File: config.mk
export PLATFORM = sky130hd
export DESIGN_NAME = cassette_transport
export DESIGN_NICKNAME = d
export VERILOG_FILES = /design/src/rtl/cassette_transport.sv
export SDC_FILE = /design/constraint.sdc
export NUM_CORES = 1
export LEC_CHECK = 0
export ABC_CLOCK_PERIOD_IN_PS = 4500
export BUFFER_PORTS_ARGS = -buffer_cell sky130_fd_sc_hd__buf_2
export CAP_MARGIN = 10
export CORE_MARGIN = 2
export CORE_UTILIZATION = 51
export CTS_CLUSTER_SIZE = 8
export DETAILED_ROUTE_END_ITERATION = 10
export PLACE_DENSITY = 0.78
export SLEW_MARGIN = 5
export SYNTH_ARGS = -nofsm -noshare
export SYNTH_HDL_FRONTEND = slang
export SYNTH_SLANG_ARGS = --single-unit
File: constraint.sdc
create_clock -name clk_sys -period 4.5 [get_ports clk_sys]
set_clock_uncertainty 0.2 [all_clocks]
set_input_delay 0.225 -clock clk_sys [delete_from_list [all_inputs] [get_ports clk_sys]]
set_output_delay 0.225 -clock clk_sys [all_outputs]
set_load 0.03 [all_outputs]
File: src/rtl/cassette_transport.sv
// Tape transport: STOP/PLAY/FF/REW mode FSM with a programmable step divider driving pos/max for the overlay.
// Latency: a command lands at the capturing edge; the first step comes rate+1 edges later. Always ready out of reset.
module cassette_transport #(
  parameter int POS_W   = 24,
  parameter int DIV_W   = 13,
  parameter int FF_STEP = 8
) (
  input  logic             clk_sys,
  input  logic             reset_n,
  input  logic             cmd_valid,
  input  logic [1:0]       cmd,
  output logic             cmd_ready,
  input  logic [DIV_W-1:0] rate,
  input  logic [POS_W-1:0] tape_len,
  input  logic             loop_en,
  output logic [POS_W-1:0] pos,
  output logic [POS_W-1:0] max,
  output logic [1:0]       mode,
  output logic             motor,
  output logic             step,
  output logic             eot,
  output logic             bot
);

  typedef enum logic [1:0] {
    ST_STOP = 2'd0,
    ST_PLAY = 2'd1,
    ST_FF   = 2'd2,
    ST_REW  = 2'd3
  } mode_t;

  localparam logic [POS_W:0]   FWD_PLAY = (POS_W+1)'(1);
  localparam logic [POS_W:0]   FWD_FF   = (POS_W+1)'(FF_STEP);
  localparam logic [POS_W-1:0] REW_STEP = POS_W'(FF_STEP);

  mode_t            mode_q, mode_nx;
  logic [DIV_W-1:0] div_q, div_nx;
  logic [POS_W-1:0] pos_nx;
  logic             step_nx, eot_nx, bot_nx;

  logic [POS_W:0]   pos_ext, max_ext, fwd_sum;
  logic             at_end, clamp, cmd_acc;

  assign cmd_ready = reset_n;
  assign cmd_acc   = cmd_valid & cmd_ready;
  assign mode      = mode_q;
  assign motor     = (mode_q != ST_STOP);

  // One extra bit so an overshoot past max is visible instead of wrapping.
  assign pos_ext = {1'b0, pos};
  assign max_ext = {1'b0, max};
  assign fwd_sum = pos_ext + ((mode_q == ST_PLAY) ? FWD_PLAY : FWD_FF);
  assign at_end  = (fwd_sum > max_ext) || ((mode_q == ST_PLAY) && (fwd_sum == max_ext));
  assign clamp   = (max < pos);

  always_comb begin
    mode_nx = mode_q;
    div_nx  = div_q;
    pos_nx  = pos;
    step_nx = 1'b0;
    eot_nx  = 1'b0;
    bot_nx  = 1'b0;

    if (cmd_acc) begin
      // A command always wins over a coincident step; an empty tape refuses motion.
      div_nx  = '0;
      mode_nx = (max == '0) ? ST_STOP : mode_t'(cmd);
    end else if (mode_q == ST_STOP) begin
      div_nx = '0;
    end else if (max == '0) begin
      mode_nx = ST_STOP;
      div_nx  = '0;
    end else if (div_q != rate) begin
      div_nx = div_q + DIV_W'(1);
    end else begin
      div_nx = '0;
      if (!clamp) begin
        step_nx = 1'b1;
        case (mode_q)
          ST_PLAY, ST_FF: begin
            if (at_end) begin
              eot_nx = 1'b1;
              if (loop_en) begin
                pos_nx = (fwd_sum > max_ext) ? '0 : max;
              end else begin
                pos_nx  = max;
                mode_nx = ST_STOP;
              end
            end else begin
              pos_nx = fwd_sum[POS_W-1:0];
            end
          end
          ST_REW: begin
            if (pos <= REW_STEP) begin
              pos_nx  = '0;
              mode_nx = ST_STOP;
              bot_nx  = 1'b1;
            end else begin
              pos_nx = pos - REW_STEP;
            end
          end
          default: ;
        endcase
      end
    end

    // A shortened tape pulls pos back silently, whatever else happened this cycle.
    if (clamp) begin
      pos_nx = max;
    end
  end

  always_ff @(posedge clk_sys) begin
    if (!reset_n) begin
      mode_q <= ST_STOP;
      div_q  <= '0;
      pos    <= '0;
      max    <= '0;
      step   <= 1'b0;
      eot    <= 1'b0;
      bot    <= 1'b0;
    end else begin
      mode_q <= mode_nx;
      div_q  <= div_nx;
      pos    <= pos_nx;
      max    <= tape_len;
      step   <= step_nx;
      eot    <= eot_nx;
      bot    <= bot_nx;
    end
  end

endmodule

==> results.md <==
- Syn_nets: between 700 and 800
- CTS tree: done
- Yosys top cell by area: dfxtp_1
- MaxCap Viol Count: 0
- YS warnings: 0
- WP data arrival: 4.57 ns
- Non-Filler Instances: 970
- H-tree levels: 3
- Top Ports: between 90 and 100
- Relative slew slack: a little over a quarter
- Routability cong.: 0.9494
- ANT cells: 0
- Synth top area cells: dfxtp_1, ha_1, xnor2_1
- Seq cells post-synth: 66
- Vias: between 5000 and 6000
- Number of global-route vias before repair: 5761
- Min Clock Period, post-route: roughly 4.5 ns
- Post-Syn Instances: ~670
- Initial drt markers: 587
- Worst VDD drop: 0.3414 mV
- Synth Cell Area: 5226 µm²
- Final setup margin: 0.02734 ns
- ANT nets after route: 0
- Synth top area share: between 20 and 30%
- Inserted Clock Buffers: 9
- Hold_ws: just under 0.3 ns
- P_leak: 3.030 nW
- Worst EP required: 4.60 ns
- Die X: 105.2 µm
- Layout filler cell count: between 700 and 800
- Worst Reg2Reg Path Length in Cells: 20
- Worst-path clk slew: approximately 0.08 ns
- Root buffer cell: clkbuf_8
- Clock buffer depth: 2
- Unique cell type count in the Yosys netlist: a little over 60
- Crit-path max FO: 5
- Core area: 9864 µm²
- Worst Setup Start Kind: flip-flop
- Count leader, synth: dfxtp_1
- Status: finished clean
- Total congestion overflow: 0
- Pins over their slew limit: 0
- Initial antenna violation count: 0
- Final Cycle Share: 99.39%
- Reg-to-Reg End: pos[21]
- First-pass detailed-route iteration total: 5
- RSZ-0062 raised after global routing: yes
- Layout area overhead: 33.85%
- Largest net degree at the start of global routing: 40
- Hold depth: 4
- Total power divided by cell area: 617.4 nW/µm²
- Nets@finish: 930
- Die H: about 110 µm
- Post-synthesis average cell area: 7.824 µm²
- Placed cell area: 6092 µm²
- Post-synthesis async set-or-reset flop share: 0%
- First-pass GRT wire length: 28.75 mm
- Post-route cell area: 6995 µm²
- Port Buffer Count: 97
- Worst-Margin Slew: 1.093 ns
- Register area share after synthesis: 25.28%
- Starting Density: 52.98%
- Post-Route WL: 18.25 mm
- Commonest cells in the netlist: dfxtp_1, inv_1, ha_1, nand2_1, nor2_1
- Clk Latency, worst-skew pair: roughly 0.37 ns
- Flip-flop and latch area: 1324 µm²
- Die Area: 11070 µm²
- # clock sinks: 66
- Reg2reg start: mode[1]
- Post-synth EDFFs: 0
- Endpoint type of the worst setup path: flip-flop
- Placed Instances: 912
- Worst slack, placed: -0.3545 ns
- Fmax: 223.6 MHz
- Multi-input logic area: 3820 µm²
- Worst Hold Launch: loop_en
- Residual DRC: 0
- Final Setup Violations: 0
- Final Hold Viols: 0
- Top FF cell, synth: dfxtp_1
- Final Power: ~0.0043 W
- Flop2flop setup slack: 0.03 ns
- Total track usage: between 30 and 40%
- Tightest Hold Check Type: primary input to flip-flop
- Vias per Instance: a little over 6
- Share of layout cells above drive strength 1: about 28%
- Row count: 36
- HPWL after DPL: 12.90 mm
- DR WL/cell: about 19 µm
- Hold Crit Endpoint: mode[1]
- Crit path kind: flip-flop to flip-flop
-- where the power goes --
part | switching, W | internal [W] | total (W)
registers | 0.000124 | 0.000681 | 0.000806
clock network | 0.000276 | 0.000267 | 0.000542
logic | 0.00177 | 0.00120 | 0.00297
-- logic make-up after synthesis --
kind of cell	share of synthesized area [%]
AOI/OAI and AO/OA	19.25
xor gates and xnor gates	9.888
buffers and inverters	7.254
DFF	25.28
adders and majority gates	13.17
and+or+nand+nor	25.16
-- worst max-delay path by stage --
stage,startpoint,endpoint,slack (ns),cells past startpoint
3_5_place_dp,mode[1],pos[13],-0.35,19
6_report,mode[1],pos[21],0.03,20
3_3_place_gp,mode[1],pos[13],-0.05,19
4_1_cts,mode[1],pos[22],0.004,18
2_1_floorplan,mode[1],pos[7],0.02,18
5_1_grt,mode[1],pos[21],-0.14,19
-- routing by layer --
metal,routed length [µm],track usage [%],share of wire (%),vias to the layer above
met4,721,15.05,4.0,0
li1,-,-,-,2710
met3,1648,5.133,9.0,71
met1,7318,42.33,40,2737
met2,8563,52.44,47,356
met5,0,0,0,-
-- cell usage in the layout (no fill, tap or decap), drive strengths merged, types with 21 or more instances in the layout --
| cell | instances |
|---|---|
| nand3 | 40 |
| nand2 | 50 |
| xnor2 | 38 |
| dlygate4sd3 | 28 |
| ha | 55 |
| inv | 64 |
| a21oi | 27 |
| xor2 | 21 |
| buf | 159 |
| o21ai | 28 |
| nor2 | 51 |
| and2 | 27 |
| dfxtp | 66 |
| nor3 | 23 |
-- metrics by stage --
stage | setup TNS [ns] | utilization (%)
6_report | 0 | 70.92
5_1_grt | -1.427 | 70.92
4_1_cts | 0 | 68.04
3_5_place_dp | -4.743 | 61.76
3_3_place_gp | -0.08316 | 61.76
2_1_floorplan | 0 | -
-- cell type report --
| class | instances | area share [%] |
|---|---|---|
| clock inverter | 7 | 1.180 |
| clock buffer | 9 | 1.771 |
| tap | 133 | 2.379 |
| multi-input combinational | 509 | 54.61 |
| sequential | 66 | 18.92 |
| timing repair buffer | 187 | 17.94 |
| inverter | 59 | 3.202 |
-- worst max-delay path, cell delays in order (launching register included) --
cell      delay, ns
dfxtp_2        0.34
inv_2          0.08
ha_4           0.17
inv_4          0.05
ha_4           0.28
a31oi_4        0.11
or3_4          0.46
nor2_4         0.10
and4_4         0.23
xnor2_2        0.12
ha_1           0.27
buf_4          0.14
a21oi_1        0.13
o21ai_1        0.11
a221oi_2       0.32
o21ai_2        0.15
buf_4          0.16
o21ai_2        0.17
nand2_2        0.09
or4b_1         0.54
a31oi_1        0.17
-- state kept, by name (all words and copies together) (netlist names) --
name / cells
bot: 1
div_q: 13
eot: 1
max: 24
mode: 2
pos: 24
step: 1
-- repair_timing --
| item | 4_1_cts | 5_1_grt |
|---|---|---|
| endpoints found under the setup margin | 27 | 27 |
| hold buffers | 28 | 0 |
| hold endpoints to repair | 28 | 0 |
| pin swaps | 8 | 20 |
| buffers inserted | 5 | 9 |
| resized for setup | 14 | 45 |
(Power assumes the default switching activity.)
